==> config.mk <==
export PLATFORM = sky130hd
export DESIGN_NAME = reg_bank_write_arbiter
export DESIGN_NICKNAME = d
export VERILOG_FILES = /design/src/rtl/reg_bank_write_arbiter.sv
export SDC_FILE = /design/constraint.sdc
export NUM_CORES = 1
export LEC_CHECK = 0
export ABC_AREA = 1
export CORE_ASPECT_RATIO = 1.75
export CORE_MARGIN = 2
export CORE_UTILIZATION = 49
export DETAILED_ROUTE_END_ITERATION = 8
export GPL_TIMING_DRIVEN = 0
export PLACE_DENSITY = 0.88
export SYNTH_ARGS = -nofsm -noshare
export SYNTH_HDL_FRONTEND = slang
export SYNTH_SLANG_ARGS = --single-unit
==> constraint.sdc <==
create_clock -name clk -period 2.6 [get_ports clk]
set_input_delay 0.78 -clock clk [delete_from_list [all_inputs] [get_ports clk]]
set_output_delay 0.78 -clock clk [all_outputs]
set_load 0.02 [all_outputs]
==> src/rtl/reg_bank_write_arbiter.sv <==
// Round-robin write arbiter in front of a small 8-bit register bank.
// Define ARB_LOCK_EN to add a lock input that keeps the last grantee.
module reg_bank_write_arbiter #(
  parameter int NREQ  = 4,
  parameter int DEPTH = 4,
  parameter int AW    = 2,
  parameter int GW    = 2
) (
  input  logic              clk,
  input  logic              reset_n,
`ifdef ARB_LOCK_EN
  input  logic              lock,
`endif
  input  logic [NREQ-1:0]   req_valid,
  input  logic [NREQ*AW-1:0] req_addr,
  input  logic [NREQ*8-1:0] req_data,
  output logic [NREQ-1:0]   req_ready,
  input  logic [AW-1:0]     rd_addr,
  output logic [7:0]        rd_data,
  output logic              wr_strobe,
  output logic [GW-1:0]     wr_id,
  output logic [AW-1:0]     wr_addr_q
);

  if (NREQ < 2 || NREQ > 8 || GW != $clog2(NREQ)) begin : g_bad_nreq
    $error("reg_bank_write_arbiter: bad NREQ/GW");
  end
  if (DEPTH < 2 || DEPTH > 16 || AW != $clog2(DEPTH)
      || (1 << AW) != DEPTH) begin : g_bad_depth
    $error("reg_bank_write_arbiter: bad DEPTH/AW");
  end

  logic [7:0]    bank_q [DEPTH];
  logic [GW-1:0] rr_ptr_q, rr_ptr_d;
  logic          strobe_q, strobe_d;
  logic [GW-1:0] id_q, id_d;
  logic [AW-1:0] addr_q, addr_d;

  logic          hi_found, lo_found;
  logic [GW-1:0] hi_idx, lo_idx;
  logic          lock_hit;
  logic          win_found;
  logic [GW-1:0] win_idx;
  logic          grant;
  logic [AW-1:0] win_addr;
  logic [7:0]    win_data;

  // Split valid requesters into those above the pointer and the
  // wrap-around set; the lowest index of each set is kept.
  always_comb begin
    hi_found = 1'b0;
    lo_found = 1'b0;
    hi_idx   = '0;
    lo_idx   = '0;
    for (int i = NREQ - 1; i >= 0; i--) begin
      if (req_valid[i]) begin
        if (i > int'(rr_ptr_q)) begin
          hi_found = 1'b1;
          hi_idx   = GW'(i);
        end else begin
          lo_found = 1'b1;
          lo_idx   = GW'(i);
        end
      end
    end
  end

`ifdef ARB_LOCK_EN
  assign lock_hit = lock & req_valid[rr_ptr_q];
`else
  assign lock_hit = 1'b0;
`endif

  always_comb begin
    win_found = 1'b0;
    win_idx   = '0;
    priority case (1'b1)
      lock_hit: begin
        win_found = 1'b1;
        win_idx   = rr_ptr_q;
      end
      hi_found: begin
        win_found = 1'b1;
        win_idx   = hi_idx;
      end
      lo_found: begin
        win_found = 1'b1;
        win_idx   = lo_idx;
      end
      default: ;
    endcase
  end

  // No grant may leak out while the block is held in reset.
  assign grant = win_found & reset_n;

  always_comb begin
    win_addr  = '0;
    win_data  = '0;
    req_ready = '0;
    for (int i = 0; i < NREQ; i++) begin
      if (GW'(i) == win_idx) begin
        win_addr     = req_addr[i*AW +: AW];
        win_data     = req_data[i*8 +: 8];
        req_ready[i] = grant;
      end
    end
  end

  always_comb begin
    rr_ptr_d = rr_ptr_q;
    strobe_d = grant;
    id_d     = id_q;
    addr_d   = addr_q;
    if (grant) begin
      rr_ptr_d = win_idx;
      id_d     = win_idx;
      addr_d   = win_addr;
    end
  end

  always_ff @(posedge clk or negedge reset_n) begin
    if (!reset_n) begin
      rr_ptr_q <= GW'(NREQ - 1);
      strobe_q <= 1'b0;
      id_q     <= '0;
      addr_q   <= '0;
    end else begin
      rr_ptr_q <= rr_ptr_d;
      strobe_q <= strobe_d;
      id_q     <= id_d;
      addr_q   <= addr_d;
    end
  end

  always_ff @(posedge clk or negedge reset_n) begin
    if (!reset_n) begin
      for (int j = 0; j < DEPTH; j++) begin
        bank_q[j] <= 8'h00;
      end
    end else if (grant) begin
      bank_q[win_addr] <= win_data;
    end
  end

  assign rd_data   = bank_q[rd_addr];
  assign wr_strobe = strobe_q;
  assign wr_id     = id_q;
  assign wr_addr_q = addr_q;

endmodule

==> results.cfg, run 1 <==
[power_and_ir_drop]
clock_power_share = 0.154
p_leak_uw = 0.00172
power_report.internal_total_uw = 1860
switching_power_uw = 1490
p_per_area_mw_per_mm2 = 922
reg_power_frac = 0.313
vdd.ir_drop.worst_mv = 0.529
swShare = 0.445
pwr-share-comb = 0.534
total_power_uw = 3350

[detailed_routing]
detail_route.iter0.violations = 183
detailroute.via_count = 2974
average_vias_per_placed_instance = 6.33
drt-total-wl_um = 9030
drt_pre_antenna_iters = 7
number_of_routed_nets_with_antenna_violations = 0
remaining_drc_errors = 0
route.detailed.wl_per_inst_um = 19.2

[worst_setup_path]
crit_path_start_kind = register
crit_slowest_cell = sky130_fd_sc_hd__dfstp_2
regToRegStartpoint = rr_ptr_q[1]
worst_ep_arrival_time_ns = 2.05
list_of_cells_traversed_by_the_critical_path = nand4_1, a21oi_2, nand2_2, nand2_4, clkbuf_16, buf_4, nor2_4, buf_6
r2r_end = bank_q[11]
end_kind = primary output
worst-path-max-fanout = 7
worst-r2r-cell-count = 11
cp_data_required_time_ns = 1.82
crit_path_max_incr_delay_ns = 0.68
regToRegSetupSlack_ns = -0.03
critical_path.startpoint = rr_ptr_q[1]
path_class = register to primary output

[placed_design]
placement.cell_area_mm2 = 0.00323
dp_hpwl_um = 5780
routabilityCongestion = 0.952
placement.io_buffers = 64
placed_cells_incl_taps = 443

[global_route]
grt-ovfl-total = 0
grt_use_total = 0.300
grt_pass1_wl_um = 13400
largest_net_degree_at_the_start_of_global_routing = 41
antenna_found_initial = 0
first_global_vias = 2882

[job]
cap_violations = 0

[sta]
finalSetupViolations = 9
fin_skew_ns = 0.00729
finalHoldViolCount = 0
layout_setup_ws_ns = -0.233
final_max_slew_viol_count = 0
relSlewSlack = 0.686
maxClockFrequency_mhz = 353
rsz0062_at_grt = true
timing.hold.ws_ns = 0.377
final_min_period_over_clock_period = 1.09
worst_slew_pin_slew_ns = 0.471
final_period_minus_worst_setup_slack_ns = 2.83

[floorplanning]
width_of_the_chip_um = 58.1
floorplan.io_pins = 65
floorplan.die.height_um = 98.7
design.core.area_mm2 = 0.00493
row_count = 34
die_area_mm2 = 0.00573
floorplan.initialDensity = 0.509

[cts]
numCtsBuffers = 5
ctsHtreeMaxLevel = 2
cts.clk_slew.worst_paths_ns = 0.08
clock_insertion_delay_worst_skew_ns = 0.30
max-clock-path-buffers = 2
clock-root-buffer = sky130_fd_sc_hd__clkbuf_8
tritoncts = built
clock_sinks = 39

[cells_and_area]
number_of_cells_in_the_finished_layout_apart_from_fillers = 470
final_area_mm2 = 0.00363
n_diodes = 0
synthToLayoutAreaGrowth_pct = 44.8
final_nets = 463
final_layout_size_suffix_gt1_frac = 0.260

[synth]
dominantRegCellSynth = sky130_fd_sc_hd__dfrtp_1
synth_nets = 373
synth-seq-cells = 39
ys_types = 28
yosysSeqAreaShare = 0.390
asyncSetResetFlopFracSynth = 1.00
yosys_warnings = 0
post_synth.cell_area_avg_um2 = 7.72
post_synth_instance_area_mm2 = 0.00251
synth-edff-count = 0
netlist_instances = 325

[status]
outcome = complete, but fails checks
violations = setup timing

[worst_hold_path]
hold_path.class = primary input to asynchronous set/reset pin
==> layout by cell type (no fill, tap or decap), types with 8 or more instances in the layout <==
| master | instances |
|---|---|
| sky130_fd_sc_hd__buf_2 | 13 |
| sky130_fd_sc_hd__buf_4 | 23 |
| sky130_fd_sc_hd__buf_6 | 10 |
| sky130_fd_sc_hd__clkdlybuf4s50_1 | 45 |
| sky130_fd_sc_hd__dfrtp_1 | 37 |
| sky130_fd_sc_hd__inv_1 | 13 |
| sky130_fd_sc_hd__nand2_1 | 67 |
| sky130_fd_sc_hd__nand2_4 | 10 |
| sky130_fd_sc_hd__nand3_1 | 29 |
| sky130_fd_sc_hd__nand4_1 | 54 |
| sky130_fd_sc_hd__nor2_1 | 21 |
| sky130_fd_sc_hd__o21ai_0 | 19 |
| sky130_fd_sc_hd__o21bai_1 | 8 |
| sky130_fd_sc_hd__o22ai_1 | 8 |
==> what timing repair did <==
| action | CTS | global route |
|---|---|---|
| resized for setup | 108 | 23 |
| pin swaps | 11 | 17 |
| setup buffers | 9 | 9 |
| gates cloned | 1 | 0 |
| setup endpoints to repair | 38 | 11 |
| hold buffers | 0 | 0 |
==> worst max-delay path, delay by kind of cell (launching register included) <==
family / cells / cell delay (ns)
buffers and inverters: 3 / 0.40
AND/OR/NAND/NOR: 4 / 0.45
flip-flops: 1 / 0.68
AO/OA/AOI/OAI: 1 / 0.21
==> metal layers <==
metal,global-route usage,routed length (um),vias up
li1,-,-,1329
met1,0.300,2970,1378
met4,0.186,588,0
met3,0.0367,572,66
met2,0.559,4900,201
met5,0,0,-
==> power by group through the flow <==
| stage | registers, uW | logic (uW) | clock network (uW) |
|---|---|---|---|
| global route | 1070 | 1920 | 536 |
| floorplan | 1000 | 1020 | 0 |
| CTS | 1030 | 1650 | 507 |
| global placement | 1020 | 1460 | 0 |
| detailed placement | 1030 | 1500 | 0 |
| finish | 1050 | 1790 | 515 |
==> worst max-delay path by stage <==
| stage | slack, ns | endpoint | cells past startpoint |
|---|---|---|---|
| final | -0.23 | req_ready[2] | 8 |
| after global routing | -0.26 | req_ready[2] | 9 |
| after detailed placement | -1.29 | req_ready[2] | 11 |
| after global placement | -2.06 | req_ready[0] | 6 |
| after CTS | -0.11 | req_ready[1] | 8 |
| after floorplan | 0.02 | req_ready[1] | 8 |
==> area by class of cell <==
type | instances | area, um2
multi-input combinational | 246 | 1460
fill | 341 | 1300
sequential | 39 | 978
timing repair buffer | 83 | 741
buffer | 19 | 176
inverter | 21 | 93.8
clock buffer | 5 | 68.8
tap | 54 | 67.6
clock inverter | 3 | 43.8
==> through the flow <==
step / setup WS [ns] / utilization / TNS [ns]
2_1_floorplan: 0.0230 / - / 0
3_3_place_gp: -2.06 / 0.655 / -61.34
3_5_place_dp: -1.29 / 0.654 / -23.96
4_1_cts: -0.108 / 0.719 / -0.365
5_1_grt: -0.263 / 0.736 / -1.72
6_report: -0.233 / 0.736 / -1.01
==> Yosys cell counts (4+ instances only) <==
cell type / n / area, um2
sky130_fd_sc_hd__nand4_1: 54 / 338
sky130_fd_sc_hd__nand3_1: 31 / 155
sky130_fd_sc_hd__o21bai_1: 8 / 60.1
sky130_fd_sc_hd__inv_2: 4 / 15.0
sky130_fd_sc_hd__inv_1: 17 / 63.8
sky130_fd_sc_hd__dfrtp_1: 37 / 926
sky130_fd_sc_hd__buf_2: 4 / 20.0
sky130_fd_sc_hd__buf_4: 4 / 30.0
sky130_fd_sc_hd__o22ai_1: 8 / 50.1
sky130_fd_sc_hd__nand2_2: 6 / 37.5
sky130_fd_sc_hd__nand3_2: 4 / 40.0
sky130_fd_sc_hd__buf_6: 4 / 45.0
sky130_fd_sc_hd__clkbuf_1: 7 / 26.3
sky130_fd_sc_hd__nand2_1: 76 / 285
sky130_fd_sc_hd__nor2_1: 24 / 90.1
sky130_fd_sc_hd__o21ai_0: 19 / 95.1
==> kinds of logic (layout without fill, tap and decap cells) <==
family,Yosys count,count (layout),share of synthesized area
buffers and inverters,40,131,0.0798
AOI/OAI and AO/OA,41,41,0.0977
and+or+nand+nor,205,205,0.433
DFF,39,39,0.390
==> flip-flops by register name, indices dropped and copies added, names as in the netlist <==
name,flops
bank_q,32
wr_addr_q,2
wr_strobe,1
rr_ptr_q,2
wr_id,2
Power figures use the tool's default switching activity.
==> run 2, diff against run 1 <==
- CAP_MARGIN: default -> 20
- CORE_MARGIN: 2 -> 3
==> results.cfg, run 2 (synthesis gave the netlist of run 1 again) <==
[detailed_routing]
number_of_routed_nets_with_antenna_violations = 0
highest_layer = met4
route.detailed.wl_per_inst_um = 19.3
detailroute.via_count = 2963
wl_met1_um = 3020
average_vias_per_placed_instance = 6.30
wl_met3_um = 681
drt_pre_antenna_iters = 5
detail_route.iter0.violations = 238
drt-total-wl_um = 9060
remaining_drc_errors = 0
routed-wl-met2_um = 4850

[global_route]
grt_pass1_wl_um = 13900
grt_use_total = 0.298
largest_net_degree_at_the_start_of_global_routing = 41
grt-ovfl-total = 0
antenna_found_initial = 0
first_global_vias = 2933

[worst_setup_path]
r2r_end = bank_q[27]
regToRegSetupSlack_ns = -0.08
worst-path-max-fanout = 7
path_class = register to primary output
end_kind = primary output
crit_path_start_kind = register
worst-r2r-cell-count = 13
cp_data_required_time_ns = 1.82
critical_path.startpoint = rr_ptr_q[1]
worst_ep_arrival_time_ns = 2.01
regToRegStartpoint = rr_ptr_q[1]

[power_and_ir_drop]
swShare = 0.442
p_leak_uw = 0.00173
reg_power_frac = 0.309
total_power_uw = 3350
vdd.ir_drop.worst_mv = 0.703
switching_power_uw = 1480
power_report.internal_total_uw = 1870
clock_power_share = 0.156
p_per_area_mw_per_mm2 = 919
pwr-share-comb = 0.535

[floorplanning]
die_area_mm2 = 0.00605
design.core.area_mm2 = 0.00483
width_of_the_chip_um = 60.1
floorplan.initialDensity = 0.520
floorplan.die.height_um = 101
floorplan.io_pins = 65
row_count = 33

[cells_and_area]
final_nets = 465
n_diodes = 0
layout_commonest_cell = sky130_fd_sc_hd__nand2_1
nFillCells = 331
finish.utilization = 0.754
final_layout_size_suffix_gt1_frac = 0.268
synthToLayoutAreaGrowth_pct = 45.1
most-common-layout-cells = sky130_fd_sc_hd__nand2_1 (67), sky130_fd_sc_hd__nand4_1 (54), sky130_fd_sc_hd__clkdlybuf4s50_1 (45), sky130_fd_sc_hd__dfrtp_1 (37), sky130_fd_sc_hd__nand3_1 (29)
max_flop_register = bank_q
max_reg_flops = 32

[sta]
fin_skew_ns = 0.00401
relSlewSlack = 0.651
worst_slew_pin_slew_ns = 0.524
final_min_period_over_clock_period = 1.07
rsz0062_at_grt = true
finalHoldViolCount = 0
final_period_minus_worst_setup_slack_ns = 2.79
timing.hold.ws_ns = 0.370
layout_setup_ws_ns = -0.189
finalSetupViolations = 5
maxClockFrequency_mhz = 359
final_max_slew_viol_count = 0

[cts]
clock-root-buffer = sky130_fd_sc_hd__clkbuf_8
clock_sinks = 39
clock_insertion_delay_worst_skew_ns = 0.30
cts.clk_slew.worst_paths_ns = 0.08
max-clock-path-buffers = 2
numCtsBuffers = 5
ctsHtreeMaxLevel = 2
tritoncts = built

[worst_hold_path]
hold_path.class = primary input to asynchronous set/reset pin

[placed_design]
place_ws_ns = -1.28
dp_hpwl_um = 5710
routabilityCongestion = 0.924
placement.io_buffers = 64

[status]
outcome = complete, but fails checks
violations = setup timing

[job]
cap_violations = 0
## run 2: cell types whose count changed in the layout (fill, tap and decap cells not counted), moves of 2 or more
cell	delta
sky130_fd_sc_hd__buf_4	+2
sky130_fd_sc_hd__clkbuf_2	+2
sky130_fd_sc_hd__nand2_2	+2
sky130_fd_sc_hd__nand2_4	-2
## run 2: worst max-delay path by stage
stage / endpoint / depth (start not counted)
final: req_ready[1] / 10
after global routing: req_ready[1] / 10
after CTS: req_ready[1] / 8
after detailed placement: req_ready[2] / 11
after global placement: req_ready[0] / 6
after floorplan: req_ready[1] / 8
## run 2: layout make-up
type / count / area, um2 / area share
clock inverters: 3 / 43.8 / 0.0120
multi-input cells: 246 / 1460 / 0.401
inverters: 21 / 86.3 / 0.0237
clock buffers: 5 / 68.8 / 0.0189
flip-flops and latches: 39 / 978 / 0.269
repair buffers: 85 / 756 / 0.207
well taps: 52 / 65.1 / 0.0179
plain buffers: 19 / 184 / 0.0505
## run 2: power groups by stage
stage	sequential [uW]	combinational [uW]	clock, uW
finish	1030	1790	523
global route	1050	1940	539
CTS	1020	1670	516
detailed placement	1020	1510	0
global placement	1010	1470	0
floorplan	1000	1020	0
## run 2: timing repair
item | CTS | global route
buffers inserted | 13 | 8
setup endpoints to repair | 33 | 7
resized for setup | 113 | 18
hold buffers | 0 | 0
pin swaps | 12 | 9
## run 2: metrics by stage
stage                     std cells  area (um2)  setup TNS [ns]
final                           470        3640          -0.703
after detailed placement        441        3230          -24.30
after global routing            470        3640           -1.28
after CTS                       462        3560          -0.286
after global placement          441        3230          -65.06
after floorplan                 325        2520               0
## run 2: per-layer routing
layer	vias up	track usage
met5	-	0
met4	0	0.171
met3	49	0.0436
met2	208	0.527
met1	1378	0.321
li1	1328	-
## run 2: critical path, cell delays in order (launching register included)
cell and delay (ns):
sky130_fd_sc_hd__dfstp_2 0.66, sky130_fd_sc_hd__nor2_4 0.08, sky130_fd_sc_hd__nand2_2 0.10, sky130_fd_sc_hd__nand2_2 0.08, sky130_fd_sc_hd__a21oi_2 0.17, sky130_fd_sc_hd__nand2_2 0.10
sky130_fd_sc_hd__nand2_4 0.08, sky130_fd_sc_hd__clkbuf_16 0.16, sky130_fd_sc_hd__nand2_8 0.06, sky130_fd_sc_hd__nor2_4 0.09, sky130_fd_sc_hd__buf_6 0.12
==> run 3, diff against run 2 <==
- clock period: 2.6 -> 3.2 ns (I/O delays scaled with it)
==> results.cfg, run 3 (synthesis gave the netlist of run 1 again) <==
[status]
outcome = completed

[cells_and_area]
seq_area_um2 = 978
final_area_mm2 = 0.00340
nFillCells = 381
most-common-layout-cells = sky130_fd_sc_hd__nand2_1 (73), sky130_fd_sc_hd__nand4_1 (54), sky130_fd_sc_hd__clkdlybuf4s50_1 (45), sky130_fd_sc_hd__dfrtp_1 (37), sky130_fd_sc_hd__nand3_1 (31)
max_flop_register = bank_q
final_layout_size_suffix_gt1_frac = 0.191
synthToLayoutAreaGrowth_pct = 35.4
multi_input_comb_area_mm2 = 0.00137
n_diodes = 0
layout_commonest_cell = sky130_fd_sc_hd__nand2_1
max_reg_flops = 32
final_nets = 450

[cts]
max-clock-path-buffers = 2
tritoncts = built
numCtsBuffers = 5
ctsHtreeMaxLevel = 2
clock-root-buffer = sky130_fd_sc_hd__clkbuf_8
cts.clk_slew.worst_paths_ns = 0.08
clock_sinks = 39
clock_insertion_delay_worst_skew_ns = 0.30

[sta]
finalHoldViolCount = 0
worst_slew_pin_slew_ns = 0.513
rsz0062_at_grt = false
finalSetupViolations = 0
final_min_period_over_clock_period = 0.952
final_period_minus_worst_setup_slack_ns = 3.05
relSlewSlack = 0.658
maxClockFrequency_mhz = 328
fin_skew_ns = 0.00556
final_max_slew_viol_count = 0

[worst_hold_path]
hold_path.class = register to register

[detailed_routing]
route.detailed.wl_per_inst_um = 16.5
detail_route.iter0.violations = 166
average_vias_per_placed_instance = 5.89
drt_pre_antenna_iters = 5
drt-total-wl_um = 7500
number_of_routed_nets_with_antenna_violations = 0
remaining_drc_errors = 0
detailroute.via_count = 2679

[worst_setup_path]
cp_data_required_time_ns = 2.24
crit_slowest_cell = sky130_fd_sc_hd__a21oi_4
cp_top_family = buffers and inverters
path_class = primary input to primary output
crit_path_start_kind = primary input
buffer_and_inverter_count_on_the_worst_path = 4
list_of_cells_traversed_by_the_critical_path = clkbuf_2, inv_1, nand3_1, nand2_1, a21oi_4, nand2_8, buf_4, nor2_1, buf_2
worst-path-max-fanout = 8
crit_path_max_incr_delay_ns = 0.23
worst_ep_arrival_time_ns = 2.09
end_kind = primary output

[floorplanning]
die_area_mm2 = 0.00605
floorplan.die.height_um = 101
row_count = 33
width_of_the_chip_um = 60.1
floorplan.initialDensity = 0.520
floorplan.io_pins = 65
design.core.area_mm2 = 0.00483

[placed_design]
dp_hpwl_um = 5610
placement.cell_area_mm2 = 0.00321
placement.io_buffers = 64
routabilityCongestion = 0.859

[power_and_ir_drop]
p_per_area_mw_per_mm2 = 738
p_leak_uw = 0.00161
vdd.ir_drop.worst_mv = 0.499
total_power_uw = 2510

[global_route]
grt-ovfl-total = 0
grt_use_total = 0.269
largest_net_degree_at_the_start_of_global_routing = 41
grt_pass1_wl_um = 12500
first_global_vias = 2690
antenna_found_initial = 0

[job]
cap_violations = 0
## run 3: changes by cell type in the layout (fill, tap and decap cells not counted), sizes merged
cell,before,now
clkdlybuf4s15,1,6
clkbuf,13,16
buf,50,25
dlygate4sd2,0,2
## run 3: power by group
group          internal (uW)  switching (uW)  leakage, uW
registers                703             126     0.000485
clock network            232             187    0.0000581
logic                    491             769      0.00106
total                   1430            1080      0.00161
## run 3: worst paths after layout
check,startpoint,end,slack (ns),depth (start not counted)
max,req_valid[2],req_ready[2],0.15,9
min,wr_id[1],wr_id[1],0.48,2
max reg2reg,rr_ptr_q[1],bank_q[6],0.85,14
min reg2reg,wr_id[1],wr_id[1],0.48,2
max in group asynchronous,reset_n,rr_ptr_q[0],2.34,1
min in group asynchronous,reset_n,bank_q[1],0.55,1
## run 3: through the flow
step | setup WS, ns | hold slack, ns | cells | utilization | setup TNS, ns
final | 0.152 | 0.482 | 455 | 0.704 | 0
after global routing | 0.0580 | 0.503 | 455 | 0.704 | 0
after CTS | 0.0117 | 0.484 | 453 | 0.705 | 0
after detailed placement | -1.21 | 0.462 | 441 | 0.665 | -10.53
after global placement | -1.90 | 0.458 | 441 | 0.666 | -40.07
after floorplan | 0.0957 | 0.444 | 325 | - | 0
## run 3: tightest hold or removal path: stages, from the launching register on
cell	delay, ns
sky130_fd_sc_hd__dfrtp_1	0.35
sky130_fd_sc_hd__nand2_1	0.05
sky130_fd_sc_hd__nand2_1	0.05
## run 3: layer usage
layer | GRT usage | up-vias | part of all wire
li1 | - | 1301 | -
met1 | 0.295 | 1246 | 0.36
met2 | 0.492 | 112 | 0.56
met3 | 0.0359 | 20 | 0.053
met4 | 0.118 | 0 | 0.029
met5 | 0 | - | 0
## run 3: repair_timing
item	CTS	global route
resized for setup	65	10
setup buffers	6	2
setup endpoints to repair	12	12
hold buffers	0	0
gates cloned	0	0
pin swaps	2	1
## run 3: cell type report
type | count | share of cell area
Timing Repair Buffer | 72 | 0.192
Tap cell | 52 | 0.0191
Multi-Input combinational cell | 246 | 0.402
Clock inverter | 3 | 0.0129
Buffer | 17 | 0.0405
Clock buffer | 5 | 0.0202
Inverter | 21 | 0.0254
Sequential cell | 39 | 0.288
